## config.mk

```make
export PLATFORM = sky130hd
export DESIGN_NAME = npu_mem_port_master
export DESIGN_NICKNAME = d
export VERILOG_FILES = /design/src/rtl/npu_mem_port_master.sv
export SDC_FILE = /design/constraint.sdc
export NUM_CORES = 1
export LEC_CHECK = 0
export ABC_AREA = 1
export CORE_MARGIN = 8
export CORE_UTILIZATION = 40
export DETAILED_ROUTE_END_ITERATION = 10
export PLACE_DENSITY = 0.73
export SYNTH_ARGS = -nofsm -noshare
export SYNTH_HDL_FRONTEND = slang
export SYNTH_SLANG_ARGS = --single-unit
```

## constraint.sdc

```tcl
create_clock -name clk -period 2.55 [get_ports clk]
set_input_delay 0.3825 -clock clk [delete_from_list [all_inputs] [get_ports clk]]
set_output_delay 0.3825 -clock clk [all_outputs]
set_load 0.005 [all_outputs]
```

## src/rtl/npu_mem_port_master.sv

```systemverilog
// rtl/npu_mem_port_master.sv - burst requester for the NPU external memory port
module npu_mem_port_master #(
    parameter int DATA_WIDTH     = 32,
    parameter int ADDR_WIDTH     = 32,
    parameter int LEN_WIDTH      = 16,
    parameter int TIMEOUT_CYCLES = 1024
) (
    input  logic                  clk,
    input  logic                  rst_n,
    input  logic                  cmd_valid,
    output logic                  cmd_ready,
    input  logic                  cmd_write,
    input  logic [ADDR_WIDTH-1:0] cmd_addr,
    input  logic [LEN_WIDTH-1:0]  cmd_len,
    input  logic [DATA_WIDTH-1:0] s_axis_tdata,
    input  logic                  s_axis_tvalid,
    output logic                  s_axis_tready,
    output logic [DATA_WIDTH-1:0] m_axis_tdata,
    output logic                  m_axis_tvalid,
    input  logic                  m_axis_tready,
    output logic                  m_axis_tlast,
    output logic [ADDR_WIDTH-1:0] mem_addr,
    output logic [DATA_WIDTH-1:0] mem_wdata,
    output logic                  mem_we,
    output logic                  mem_ce,
    input  logic [DATA_WIDTH-1:0] mem_rdata,
    input  logic                  mem_ready,
    output logic                  busy,
    output logic                  done,
    output logic                  error
);

    localparam int TW = $clog2(TIMEOUT_CYCLES + 1);

    typedef enum logic [2:0] {IDLE, WRITE, READ, DRAIN, DONE} state_t;

    state_t                state, state_nx;
    logic [ADDR_WIDTH-1:0] addr_q;
    logic [LEN_WIDTH-1:0]  len_q;
    logic [LEN_WIDTH-1:0]  accept_cnt;
    logic [LEN_WIDTH-1:0]  xfer_cnt;
    logic                  hold_valid;
    logic [DATA_WIDTH-1:0] hold_data;
    logic                  out_valid;
    logic                  out_last;
    logic [DATA_WIDTH-1:0] out_data;
    logic [TW-1:0]         to_cnt;
    logic                  error_q;

    logic accept, mem_xfer, stall, timeout_hit, last_xfer, s_beat, m_beat;

    assign cmd_ready     = rst_n && (state == IDLE);
    assign accept        = cmd_valid && cmd_ready;
    assign mem_we        = (state == WRITE);
    assign mem_addr      = addr_q;
    assign mem_wdata     = hold_data;
    assign m_axis_tdata  = out_data;
    assign m_axis_tvalid = out_valid;
    assign m_axis_tlast  = out_valid && out_last;
    assign busy          = (state != IDLE);
    assign done          = (state == DONE);
    assign error         = error_q;

    always_comb begin
        mem_ce = 1'b0;
        if (state == WRITE)
            mem_ce = hold_valid;
        else if (state == READ)
            mem_ce = (xfer_cnt < len_q) && (!out_valid || m_axis_tready);
    end

    assign mem_xfer    = mem_ce && mem_ready;
    assign stall       = mem_ce && !mem_ready;
    assign timeout_hit = stall && (to_cnt == TW'(TIMEOUT_CYCLES - 1));
    assign last_xfer   = mem_xfer && (xfer_cnt == len_q - LEN_WIDTH'(1));
    // The hold register may refill in the same cycle its word is written out.
    assign s_axis_tready = (state == WRITE) && (accept_cnt < len_q) &&
                           (!hold_valid || mem_xfer);
    assign s_beat = s_axis_tvalid && s_axis_tready;
    assign m_beat = out_valid && m_axis_tready;

    always_comb begin
        state_nx = state;
        case (state)
            IDLE: begin
                if (accept) begin
                    if (cmd_len == '0)
                        state_nx = DONE;
                    else
                        state_nx = cmd_write ? WRITE : READ;
                end
            end
            WRITE: begin
                if (timeout_hit || last_xfer)
                    state_nx = DONE;
            end
            READ: begin
                if (timeout_hit)
                    state_nx = DONE;
                else if (last_xfer)
                    state_nx = DRAIN;
            end
            DRAIN: begin
                if (m_beat && out_last)
                    state_nx = DONE;
            end
            DONE:    state_nx = IDLE;
            default: state_nx = IDLE;
        endcase
    end

    always_ff @(posedge clk or negedge rst_n) begin
        if (!rst_n)
            state <= IDLE;
        else
            state <= state_nx;
    end

    always_ff @(posedge clk or negedge rst_n) begin
        if (!rst_n) begin
            addr_q     <= '0;
            len_q      <= '0;
            accept_cnt <= '0;
            xfer_cnt   <= '0;
            error_q    <= 1'b0;
            to_cnt     <= '0;
        end else begin
            if (accept) begin
                addr_q     <= cmd_addr;
                len_q      <= cmd_len;
                accept_cnt <= '0;
                xfer_cnt   <= '0;
                error_q    <= 1'b0;
            end else begin
                if (mem_xfer) begin
                    addr_q   <= addr_q + ADDR_WIDTH'(1);
                    xfer_cnt <= xfer_cnt + LEN_WIDTH'(1);
                end
                if (s_beat)
                    accept_cnt <= accept_cnt + LEN_WIDTH'(1);
                if (timeout_hit)
                    error_q <= 1'b1;
            end
            // Counts consecutive stalled requests; cleared by any progress or idle ce.
            if (stall && !timeout_hit)
                to_cnt <= to_cnt + TW'(1);
            else
                to_cnt <= '0;
        end
    end

    always_ff @(posedge clk or negedge rst_n) begin
        if (!rst_n) begin
            hold_valid <= 1'b0;
            hold_data  <= '0;
        end else if (timeout_hit) begin
            hold_valid <= 1'b0;
            hold_data  <= '0;
        end else if (s_beat) begin
            hold_valid <= 1'b1;
            hold_data  <= s_axis_tdata;
        end else if (mem_xfer && mem_we) begin
            hold_valid <= 1'b0;
        end
    end

    always_ff @(posedge clk or negedge rst_n) begin
        if (!rst_n) begin
            out_valid <= 1'b0;
            out_last  <= 1'b0;
            out_data  <= '0;
        end else if (timeout_hit) begin
            out_valid <= 1'b0;
            out_last  <= 1'b0;
            out_data  <= '0;
        end else if (mem_xfer && !mem_we) begin
            out_valid <= 1'b1;
            out_last  <= (xfer_cnt == len_q - LEN_WIDTH'(1));
            out_data  <= mem_rdata;
        end else if (m_beat) begin
            out_valid <= 1'b0;
            out_last  <= 1'b0;
        end
    end

endmodule

```

==> flow_metrics.py, run 1 <==
metrics = {
    "critical_path": {
        "critPathKind": "register to output port",
        "critical_path_peak_fanout": 4,
        "startpoint_type_of_the_worst_setup_path": "register",
        "timing.reg2reg.setup_slack_ps": 170,
        "critPathRequiredTime_ps": 2170,
        "crit_arrival_ps": 2050,
        "r2r.worst_path.cells": 15,
        "slowest_cell_on_the_critical_path": "sky130_fd_sc_hd__dfrtp_1",
        "worstPathCellList": "inv_2 > ha_1 > nand2_1 > nor2_1 > a21oi_2 > nand4_1 > nand2_2 > nand2_4 > inv_4 > buf_6",
        "critical_path.endpoint_type": "output port",
        "critical-path-max-stage-delay_ps": 420,
        "regToRegStartpoint": "len_q[14]",
        "worstReg2RegEnd": "xfer_cnt[12]",
    },
    "logic_synthesis": {
        "synth_seq_area_share_pct": 42.2,
        "synth.top_cells.by_area": "sky130_fd_sc_hd__dfrtp_1 42%, sky130_fd_sc_hd__nand2_1 16%, sky130_fd_sc_hd__nand3_1 7.2%",
        "postSynth.topFlopCell": "sky130_fd_sc_hd__dfrtp_1",
        "post_synth_inst_count": 1290,
        "synthesis.area_per_instance_um2": 7.44,
        "synth.ff_latch_count": 162,
        "yosys-top-cells-count": "415 x sky130_fd_sc_hd__nand2_1, 162 x sky130_fd_sc_hd__dfrtp_1, 139 x sky130_fd_sc_hd__nand3_1, 112 x sky130_fd_sc_hd__nor2_1, 103 x sky130_fd_sc_hd__inv_1",
        "ys.warnings.count": 0,
        "synth-edff-count": 0,
        "async_flop_share_pct": 100,
        "netlist-cell-type-count": 39,
        "post-synth-top-count-cell": "sky130_fd_sc_hd__nand2_1",
        "synth_area_leader": "sky130_fd_sc_hd__dfrtp_1",
        "synth_largest_type_area_fraction_pct": 42.2,
        "synth_nets": 1445,
        "mappedNetlistArea_um2": 9600,
    },
    "cts": {
        "tritoncts_buffers": 17,
        "cts_htree_levels": 4,
        "clk_latency_ps": 430,
        "cts-root-buf": "sky130_fd_sc_hd__clkbuf_16",
        "clock-sinks": 162,
        "cts_tree": "built",
        "cts_buffer_depth": 2,
        "clk_transition_reported_paths_ps": 70,
    },
    "placement": {
        "numPlacedInstances": 1834,
        "detailedPlace.worstSlack_ps": 33.1,
        "count_of_port_buffers_added_during_placement": 223,
        "detailedPlacementHpwl_um": 22100,
        "finalWeightedCongestion": 0.895,
    },
    "routing": {
        "via_per_inst": 5.07,
        "detail-route-antenna-nets": 0,
        "firstDrtPassIters": 7,
        "totalWireLength_um": 29700,
        "routed-via-count": 9518,
        "number_of_design_rule_violations_left_after_detail_routing": 0,
        "wire_per_inst_um": 15.8,
        "detail_route.iter0.violations": 733,
    },
    "global_routing": {
        "grt_antenna_before_repair": 1,
        "grt_pass1_wl_um": 46900,
        "grt_start_max_net_pins": 163,
        "first_global_vias": 9289,
        "globalRouteOverflowTotal": 0,
        "grt.total_usage_pct": 20.0,
    },
    "timing": {
        "final_period_minus_worst_setup_slack_ps": 2430,
        "timing.hold.ws_ps": 104,
        "max-slew-margin-rel_pct": 38.4,
        "skew_ps": 11.3,
        "worst_slack_ps": 121,
        "setup-tns-final_ps": 0,
        "tightest_slew_ps": 925,
        "fmax_mhz": 412,
        "hold_viol": 0,
        "finalCritPeriodShare_pct": 95.3,
        "timing.final.setup_violations": 0,
        "final_max_slew_viol_count": 0,
        "rsz0062_at_grt": "yes",
    },
    "job": {
        "drv.max_cap_violation_count": 0,
    },
    "power_and_ir_drop": {
        "p_per_area_nw_per_um2": 1070,
        "static-leakage-power_nw": 6.19,
        "vdd_drop_max_mv": 0.539,
    },
    "floorplan": {
        "io_pins": 224,
        "core_region_area_um2": 23500,
        "fp.dieArea_um2": 29200,
        "cell_rows": 56,
        "floorplan.die.height_um": 171,
        "die-width_um": 171,
        "initial_core_util_pct": 40.8,
    },
    "finish": {
        "layout.cells.non_filler": 1877,
        "antennaDiodeCount": 0,
        "area_delta_synth_final_pct": 37.4,
        "fraction_of_final_layout_cells_with_drive_strength_greater_than_1_pct": 10.1,
        "nNetsFinal": 1700,
    },
    "status": {
        "outcome": "finished, final reports clean",
    },
    "min_path": {
        "hp-class": "primary input to asynchronous set/reset pin",
    },
}
## per-stage QoR
step / instance area [um^2] / util, % / total power, W
6_report: 13200 / 56.0 / 0.0142
3_5_place_dp: 12400 / 52.8 / 0.0115
2_1_floorplan: 9600 / - / 0.00822
4_1_cts: 13000 / 55.4 / 0.0141
3_3_place_gp: 12400 / 52.8 / 0.0113
5_1_grt: 13200 / 56.0 / 0.0153
## routing by layer
metal / track usage, % / vias up / wire length (um)
met4: 5.67 / 2 / 601
li1: - / 4713 / -
met3: 6.89 / 41 / 2430
met5: 0 / - / 13
met1: 24.2 / 4467 / 12400
met2: 33.4 / 295 / 14200
## area by class of cell
cell class | instances | area, um^2
Timing Repair Buffer | 282 | 2770
Clock buffer | 18 | 429
Inverter | 112 | 425
Tap cell | 319 | 399
Sequential cell | 162 | 4060
Clock inverter | 14 | 130
Fill cell | 2233 | 10400
Multi-Input combinational cell | 970 | 4980
## registers in the layout (all words and copies together), names as in the netlist
register	flops
m_axis_tdata	32
mem_addr	32
mem_wdata	32
accept_cnt	16
len_q	16
xfer_cnt	16
to_cnt	11
state	3
error	1
hold_valid	1
m_axis_tvalid	1
out_last	1
## cells in the final DEF (no fill, tap or decap), types with 4 or more instances in the layout
master	instances
sky130_fd_sc_hd__a21oi_1	24
sky130_fd_sc_hd__o21ai_1	15
sky130_fd_sc_hd__nor3_1	35
sky130_fd_sc_hd__nand4_1	19
sky130_fd_sc_hd__nand2_1	413
sky130_fd_sc_hd__nand3_1	139
sky130_fd_sc_hd__xnor2_1	16
sky130_fd_sc_hd__a31oi_1	24
sky130_fd_sc_hd__inv_2	19
sky130_fd_sc_hd__o21ai_0	32
sky130_fd_sc_hd__nand3b_1	4
sky130_fd_sc_hd__o31ai_1	6
sky130_fd_sc_hd__nor2_2	8
sky130_fd_sc_hd__nor2_1	108
sky130_fd_sc_hd__clkinv_2	4
sky130_fd_sc_hd__a21oi_2	4
sky130_fd_sc_hd__ha_1	32
sky130_fd_sc_hd__dfrtp_1	160
sky130_fd_sc_hd__clkdlybuf4s50_1	220
sky130_fd_sc_hd__o211ai_1	5
sky130_fd_sc_hd__nor4_1	7
sky130_fd_sc_hd__clkbuf_16	17
sky130_fd_sc_hd__buf_12	7
sky130_fd_sc_hd__xor2_1	37
sky130_fd_sc_hd__inv_1	91
sky130_fd_sc_hd__nor2_4	6
sky130_fd_sc_hd__buf_4	51
sky130_fd_sc_hd__nand2_2	7
sky130_fd_sc_hd__nor3b_1	8
## logic make-up (layout without fill, tap and decap cells)
group / Yosys count / after routing / synth area share [%]
flip-flops: 162 / 162 / 42.2
adder cells (fa/ha/maj): 36 / 36 / 4.69
XOR/XNOR: 53 / 53 / 4.84
buffers and inverters: 158 / 426 / 6.90
AO/OA/AOI/OAI: 116 / 116 / 6.82
AND/OR/NAND/NOR: 765 / 765 / 34.5
## worst max-delay path by stage
stage / from / end / slack (ps) / cells after the start
final: len_q[14] / mem_ce / 120 / 10
after global routing: xfer_cnt[0] / to_cnt[9] / -30 / 17
after CTS: len_q[5] / s_axis_tready / 0.03 / 8
after detailed placement: to_cnt[0] / state[1] / 30 / 15
after global placement: mem_ready / s_axis_tready / 70 / 5
after floorplan: len_q[5] / xfer_cnt[4] / 470 / 15
## what timing repair did
action / CTS / global route
setup endpoints to repair: 2 / 76
gates resized for setup: 14 / 39
pin swaps: 1 / 3
hold buffers: 0 / 0
setup buffers: 3 / 8
## where the power goes
| group | total (W) | switching [W] | internal (W) |
|---|---|---|---|
| Sequential | 0.00440 | 0.000864 | 0.00354 |
| Combinational | 0.00727 | 0.00386 | 0.00341 |
| Clock | 0.00250 | 0.00114 | 0.00136 |
| Total | 0.0142 | 0.00586 | 0.00831 |
## critical path, delay by kind of cell, from the launching register on
| family | cells | cell delay (ps) |
|---|---|---|
| and+or+nand+nor | 5 | 500 |
| DFF | 1 | 420 |
| adders and majority gates | 1 | 310 |
| AOI/OAI and AO/OA | 1 | 130 |
| buffers and inverters | 3 | 280 |
Power figures use the tool's default switching activity.
==> run 2: changes to the inputs <==
--- a/config.mk
+++ b/config.mk
@@ -5,11 +5,13 @@
 export SDC_FILE = /design/constraint.sdc
 export NUM_CORES = 1
 export LEC_CHECK = 0
-export ABC_AREA = 1
+export ABC_AREA = 0
+export CELL_PAD_IN_SITES_DETAIL_PLACEMENT = 1
+export CELL_PAD_IN_SITES_GLOBAL_PLACEMENT = 1
 export CORE_MARGIN = 8
-export CORE_UTILIZATION = 40
+export CORE_UTILIZATION = 37
 export DETAILED_ROUTE_END_ITERATION = 10
-export PLACE_DENSITY = 0.73
+export PLACE_DENSITY = 0.88
 export SYNTH_ARGS = -nofsm -noshare
 export SYNTH_HDL_FRONTEND = slang
 export SYNTH_SLANG_ARGS = --single-unit
==> run 2 against run 1 <==
  * The run now ends with negative setup slack left
  * Routed wire length is 100% higher
  * Critical path depth grew 4
  * Global-route usage is 13 points higher
  * Sequential share of layout area shrank 3.1 points
  * Sequential power is 6.1% higher
  * Flip-flop and latch count unchanged
  * Register-to-register slack worse by 1400 ps
  * Total power increased by 26%
  * Worst setup slack worse by 1400 ps
  * Area after synthesis down 10%
  * Via count rose by 12%
  * Maximum frequency shrank 36%
  * Critical endpoint is now xfer_cnt[3]
  * Largest cell class unchanged
  * Largest power group unchanged
==> flow_metrics.py, run 2 <==
metrics = {
    "status": {
        "failed_checks": "negative setup slack",
        "outcome": "finished with violations",
    },
    "logic_synthesis": {
        "yosys-top-cells-count": "162 x sky130_fd_sc_hd__dfrtp_1, 147 x sky130_fd_sc_hd__nand2_1, 70 x sky130_fd_sc_hd__nand3_1, 68 x sky130_fd_sc_hd__nor2_1, 58 x sky130_fd_sc_hd__o21ai_0",
        "async_flop_share_pct": 100,
        "post-synth-top-count-cell": "sky130_fd_sc_hd__dfrtp_1",
        "synth_area_leader": "sky130_fd_sc_hd__dfrtp_1",
        "netlist-cell-type-count": 64,
        "synth_nets": 1081,
        "mappedNetlistArea_um2": 8620,
        "post_synth_inst_count": 926,
        "synth_largest_type_area_fraction_pct": 47.0,
        "synth_seq_area_share_pct": 47.0,
        "synth.ff_latch_count": 162,
        "synthesis.area_per_instance_um2": 9.31,
        "synth-edff-count": 0,
        "ys.warnings.count": 0,
        "postSynth.topFlopCell": "sky130_fd_sc_hd__dfrtp_1",
        "synth.top_cells.by_area": "sky130_fd_sc_hd__dfrtp_1 47%, sky130_fd_sc_hd__nand2_1 6.4%, sky130_fd_sc_hd__xnor2_1 5.3%",
    },
    "power_and_ir_drop": {
        "total_power_w": 0.0178,
        "vdd_drop_max_mv": 0.665,
        "static-leakage-power_nw": 6.33,
        "p_per_area_nw_per_um2": 1220,
    },
    "finish": {
        "fin_util_pct": 63.2,
        "layout.filler_cells": 2388,
        "leading_cell_types_in_the_layout_fill_and_taps_excluded": "219 x sky130_fd_sc_hd__clkdlybuf4s50_1, 159 x sky130_fd_sc_hd__dfrtp_1, 134 x sky130_fd_sc_hd__nand2_1",
        "design_area_um2": 14600,
        "mostFrequentLayoutCell": "sky130_fd_sc_hd__clkdlybuf4s50_1",
        "multiInputGateArea_um2": 5380,
        "nNetsFinal": 1448,
        "area_delta_synth_final_pct": 69.9,
        "ff_latch_area_um2": 4060,
        "fraction_of_final_layout_cells_with_drive_strength_greater_than_1_pct": 28.7,
    },
    "timing": {
        "final_period_minus_worst_setup_slack_ps": 3820,
        "worst_slack_ps": -1270,
        "final_max_slew_viol_count": 0,
        "skew_ps": 11.3,
        "hold_viol": 0,
        "fmax_mhz": 261,
        "rsz0062_at_grt": "yes",
        "setup-tns-final_ps": -121980,
        "max-slew-margin-rel_pct": 31.0,
        "tightest_slew_ps": 1030,
        "timing.hold.ws_ps": 309,
        "finalCritPeriodShare_pct": 150,
        "timing.final.setup_violations": 150,
    },
    "floorplan": {
        "initial_core_util_pct": 37.2,
        "core_region_area_um2": 23200,
        "fp.dieArea_um2": 28400,
        "cell_rows": 56,
        "floorplan.die.height_um": 169,
        "io_pins": 224,
        "die-width_um": 169,
    },
    "global_routing": {
        "globalRouteOverflowTotal": 0,
        "grt.total_usage_pct": 32.7,
        "first_global_vias": 10901,
        "grt_pass1_wl_um": 70200,
        "grt_start_max_net_pins": 114,
        "grt_antenna_before_repair": 2,
    },
    "critical_path": {
        "startpoint_type_of_the_worst_setup_path": "register",
        "critical_path.endpoint_type": "register",
        "critical_path_peak_fanout": 5,
        "critPathRequiredTime_ps": 2910,
        "critPathKind": "register to register",
        "crit_arrival_ps": 4180,
    },
    "routing": {
        "detail_route.iter0.violations": 1462,
        "wire_per_inst_um": 36.6,
        "totalWireLength_um": 59500,
        "routed-via-count": 10625,
        "number_of_design_rule_violations_left_after_detail_routing": 0,
        "via_per_inst": 6.53,
        "detail-route-antenna-nets": 0,
        "firstDrtPassIters": 6,
    },
    "cts": {
        "cts_tree": "built",
        "tritoncts_buffers": 17,
        "clock-sinks": 162,
        "cts-root-buf": "sky130_fd_sc_hd__clkbuf_16",
        "clk_latency_ps": 460,
        "cts_buffer_depth": 2,
        "cts_htree_levels": 4,
        "clk_transition_reported_paths_ps": 80,
    },
    "min_path": {
        "hp-class": "primary input to asynchronous set/reset pin",
    },
    "job": {
        "drv.max_cap_violation_count": 0,
    },
    "placement": {
        "finalWeightedCongestion": 0.826,
        "count_of_port_buffers_added_during_placement": 223,
        "detailedPlacementHpwl_um": 25100,
        "place_area_um2": 12100,
    },
}
==> run 2: changes by cell type after synthesis, sizes merged, moves of 32 or more <==
cell / change
nand2: -276
inv: -77
nand3: -69
nor2: -54
xnor2: +36
a22o: +32
==> run 2: cells by family after synthesis <==
group	count (synthesis)	share of synthesized area, %
DFF	162	47.0
AOI/OAI and AO/OA	170	13.5
buffers and inverters	77	3.74
xor gates and xnor gates	74	7.52
and+or+nand+nor	403	22.5
muxes	4	0.493
adders and majority gates	36	5.22
==> run 2: routing by layer <==
layer / part of all wire [%] / routed length (um) / GRT usage [%]
met1: 35 / 20600 / 35.5
met5: 0.012 / 7 / 0
met3: 9.9 / 5880 / 7.29
met4: 8.6 / 5090 / 25.5
met2: 47 / 27900 / 55.1
==> run 2: path summary, 6_finish.rpt <==
check | startpoint | endpoint | slack [ps] | depth (start not counted)
worst max-delay path | len_q[5] | xfer_cnt[3] | -1270 | 14
worst min-delay path | rst_n | mem_wdata[11] | 310 | 2
worst max register to register | len_q[5] | xfer_cnt[3] | -1270 | 14
worst min register to register | m_axis_tdata[28] | m_axis_tdata[28] | 510 | 1
max in group asynchronous | rst_n | mem_addr[9] | 1070 | 4
min in group clk | s_axis_tdata[29] | mem_wdata[29] | 450 | 3
==> run 2: worst max-delay path, cell delays in order (launching register included) <==
cell and delay [ps]:
sky130_fd_sc_hd__dfrtp_1 390, sky130_fd_sc_hd__inv_1 100, sky130_fd_sc_hd__ha_1 330, sky130_fd_sc_hd__a21oi_1 610
sky130_fd_sc_hd__o21ai_1 250, sky130_fd_sc_hd__nand2b_1 290, sky130_fd_sc_hd__nand4_1 340, sky130_fd_sc_hd__buf_6 240
sky130_fd_sc_hd__buf_4 160, sky130_fd_sc_hd__nand2_8 70, sky130_fd_sc_hd__buf_4 130, sky130_fd_sc_hd__buf_12 140
sky130_fd_sc_hd__nand3_2 220, sky130_fd_sc_hd__xor2_2 250, sky130_fd_sc_hd__nor2_1 190
==> run 2: area by class of cell <==
type                    count  area share, %
well taps                 319           2.72
diodes                      2         0.0342
repair buffers            389           27.5
clock inverters            14           1.48
inverters                  35          0.897
flip-flops and latches    162           27.7
clock buffers              18           2.93
multi-input cells         688           36.8
==> run 2: metrics by stage <==
step                      setup WS, ps  instances
after floorplan                  -39.5        926
after global placement            -146       1538
after detailed placement          -326       1538
after CTS                         -354       1604
after global routing             -1470       1626
final                            -1270       1627
==> run 2: what timing repair did <==
| item | CTS | global route |
|---|---|---|
| pin swaps | 49 | 86 |
| gates cloned | 6 | 5 |
| hold buffers | 1 | 0 |
| endpoints found under the hold margin | 7 | 0 |
| resized for setup | 167 | 139 |
| buffers inserted | 27 | 21 |
| endpoints found under the setup margin | 133 | 150 |
==> run 2: where the power goes <==
part	total [W]	internal (W)	switching, W
Clock	0.00302	0.00168	0.00134
Sequential	0.00467	0.00351	0.00116
Combinational	0.0101	0.00468	0.00545
Total	0.0178	0.00988	0.00795
==> run 3: changes to the inputs <==
--- a/config.mk
+++ b/config.mk
@@ -12,6 +12,7 @@
 export CORE_UTILIZATION = 37
 export DETAILED_ROUTE_END_ITERATION = 10
 export PLACE_DENSITY = 0.88
+export RECOVER_POWER = 50
 export SYNTH_ARGS = -nofsm -noshare
 export SYNTH_HDL_FRONTEND = slang
 export SYNTH_SLANG_ARGS = --single-unit
==> run 3 against run 2 <==
  * The flow still finishes with violations (negative setup slack)
  * Die area unchanged
  * Final cell count unchanged
  * Worst hold slack better by 140 ps
  * Clock power about the same
  * Count of clock-buffer cells in the layout unchanged
  * Register-to-register slack worse by 20 ps
  * Clock skew up 4.0 ps
  * Maximum frequency down 0.49%
  * Utilization down 0.081 points
  * First-iteration DRC count up 1.1%
  * Critical endpoint unchanged
==> flow_metrics.py, run 3 (same netlist as run 2, synthesis figures left out) <==
metrics = {
    "critical_path": {
        "critical_path_peak_fanout": 5,
        "crit_arrival_ps": 4200,
        "startpoint_type_of_the_worst_setup_path": "register",
        "critPathKind": "register to register",
        "critPathRequiredTime_ps": 2910,
        "critical_path.endpoint_type": "register",
    },
    "status": {
        "outcome": "finished with violations",
        "failed_checks": "negative setup slack",
    },
    "finish": {
        "leading_cell_types_in_the_layout_fill_and_taps_excluded": "219 x sky130_fd_sc_hd__clkdlybuf4s50_1, 159 x sky130_fd_sc_hd__dfrtp_1, 134 x sky130_fd_sc_hd__nand2_1",
        "mostFrequentLayoutCell": "sky130_fd_sc_hd__clkdlybuf4s50_1",
        "nNetsFinal": 1448,
        "design_area_um2": 14600,
        "fraction_of_final_layout_cells_with_drive_strength_greater_than_1_pct": 28.6,
        "layout.cells.non_filler": 1627,
        "layout.filler_cells": 2388,
        "area_delta_synth_final_pct": 69.7,
    },
    "routing": {
        "detail-route-antenna-nets": 0,
        "firstDrtPassIters": 7,
        "totalWireLength_um": 59700,
        "number_of_design_rule_violations_left_after_detail_routing": 0,
        "routed-via-count": 10665,
        "via_per_inst": 6.56,
        "wire_per_inst_um": 36.7,
        "detail_route.iter0.violations": 1478,
    },
    "global_routing": {
        "grt_start_max_net_pins": 114,
        "grt.total_usage_pct": 32.7,
        "grt_pass1_wl_um": 70200,
        "grt_antenna_before_repair": 2,
        "globalRouteOverflowTotal": 0,
        "first_global_vias": 10901,
    },
    "floorplan": {
        "io_pins": 224,
        "cell_rows": 56,
        "initial_core_util_pct": 37.2,
        "core_region_area_um2": 23200,
        "fp.dieArea_um2": 28400,
        "die-width_um": 169,
        "floorplan.die.height_um": 169,
    },
    "timing": {
        "tightest_slew_ps": 1070,
        "final_period_minus_worst_setup_slack_ps": 3840,
        "skew_ps": 15.3,
        "timing.final.setup_violations": 154,
        "rsz0062_at_grt": "yes",
        "final_max_slew_viol_count": 0,
        "hold_viol": 0,
        "worst_slack_ps": -1290,
        "fmax_mhz": 260,
        "max-slew-margin-rel_pct": 28.1,
        "finalCritPeriodShare_pct": 151,
        "setup-tns-final_ps": -124020,
    },
    "cts": {
        "clk_latency_ps": 470,
        "cts-root-buf": "sky130_fd_sc_hd__clkbuf_16",
        "cts_buffer_depth": 2,
        "tritoncts_buffers": 17,
        "clock-sinks": 162,
        "cts_tree": "built",
        "cts_htree_levels": 4,
        "clk_transition_reported_paths_ps": 80,
    },
    "job": {
        "drv.max_cap_violation_count": 0,
    },
    "min_path": {
        "hp-class": "primary input to register",
    },
    "placement": {
        "finalWeightedCongestion": 0.826,
        "count_of_port_buffers_added_during_placement": 223,
        "detailedPlace.worstSlack_ps": -326,
        "place_area_um2": 12100,
        "numPlacedInstances": 1538,
        "detailedPlacementHpwl_um": 25100,
    },
    "power_and_ir_drop": {
        "vdd_drop_max_mv": 0.672,
        "p_per_area_nw_per_um2": 1220,
        "static-leakage-power_nw": 6.32,
    },
}
[run 3: changes by cell type in the layout (fill, tap and decap cells not counted), sizes merged]
cell    previous run  this run
buf              162       160
clkbuf            23        25
[run 3: through the flow]
stage	hold WS (ps)	total power [W]	util, %
after floorplan	86.9	0.00713	-
after global placement	215	0.0106	52.0
after detailed placement	215	0.0111	52.0
after CTS	304	0.0154	59.3
after global routing	467	0.0181	63.1
final	444	0.0178	63.1
[run 3: power breakdown]
part	internal, W	switching, W	total (W)
Clock	0.00168	0.00136	0.00304
Combinational	0.00468	0.00545	0.0101
Sequential	0.00351	0.00116	0.00468
[run 3: final cells by class]
type	count	area (um^2)	share of cell area, %
clock inverter	14	216	1.48
inverter	35	131	0.898
timing repair buffer	389	4010	27.4
clock buffer	18	429	2.93
antenna	2	5.00	0.0342
multi-input combinational	688	5380	36.8
sequential	162	4060	27.7
tap	319	399	2.73
[run 3: worst max-delay path, stage by stage (launching register included)]
cell and delay (ps):
sky130_fd_sc_hd__dfrtp_1 390, sky130_fd_sc_hd__inv_1 90, sky130_fd_sc_hd__ha_1 330, sky130_fd_sc_hd__a21oi_1 610
sky130_fd_sc_hd__o21ai_1 260, sky130_fd_sc_hd__nand2b_1 290, sky130_fd_sc_hd__nand4_1 340, sky130_fd_sc_hd__buf_6 240
sky130_fd_sc_hd__buf_4 160, sky130_fd_sc_hd__nand2_8 70, sky130_fd_sc_hd__buf_4 130, sky130_fd_sc_hd__buf_12 140
sky130_fd_sc_hd__nand3_2 220, sky130_fd_sc_hd__xor2_2 250, sky130_fd_sc_hd__nor2_1 200
[run 3: layer usage]
layer	up-vias	wire length [um]	global-route usage [%]	part of all wire, %
met5	-	7	0	0.012
met4	2	5010	25.5	8.4
met3	385	5870	7.29	9.8
met2	961	28100	55.1	47
met1	5324	20700	35.5	35
li1	3993	-	-	-
[run 3: repair_timing]
action | in CTS | in global routing
pin swaps | 49 | 86
hold buffers | 1 | 0
setup buffers | 27 | 21
hold endpoints to repair | 7 | 0
setup endpoints to repair | 133 | 150
cloned | 6 | 5
resized for setup | 167 | 139
[run 3: final timing paths]
kind                       slack, ps       endpoint              from  depth (start not counted)
min in group asynchronous        570   mem_wdata[8]             rst_n                          2
min                              440  mem_wdata[29]  s_axis_tdata[29]                          3
min reg2reg                      510  mem_wdata[29]     mem_wdata[29]                          2
max                            -1290    xfer_cnt[3]          len_q[5]                         14
max reg2reg                    -1290    xfer_cnt[3]          len_q[5]                         14
max in group asynchronous        170    mem_addr[9]             rst_n                          4
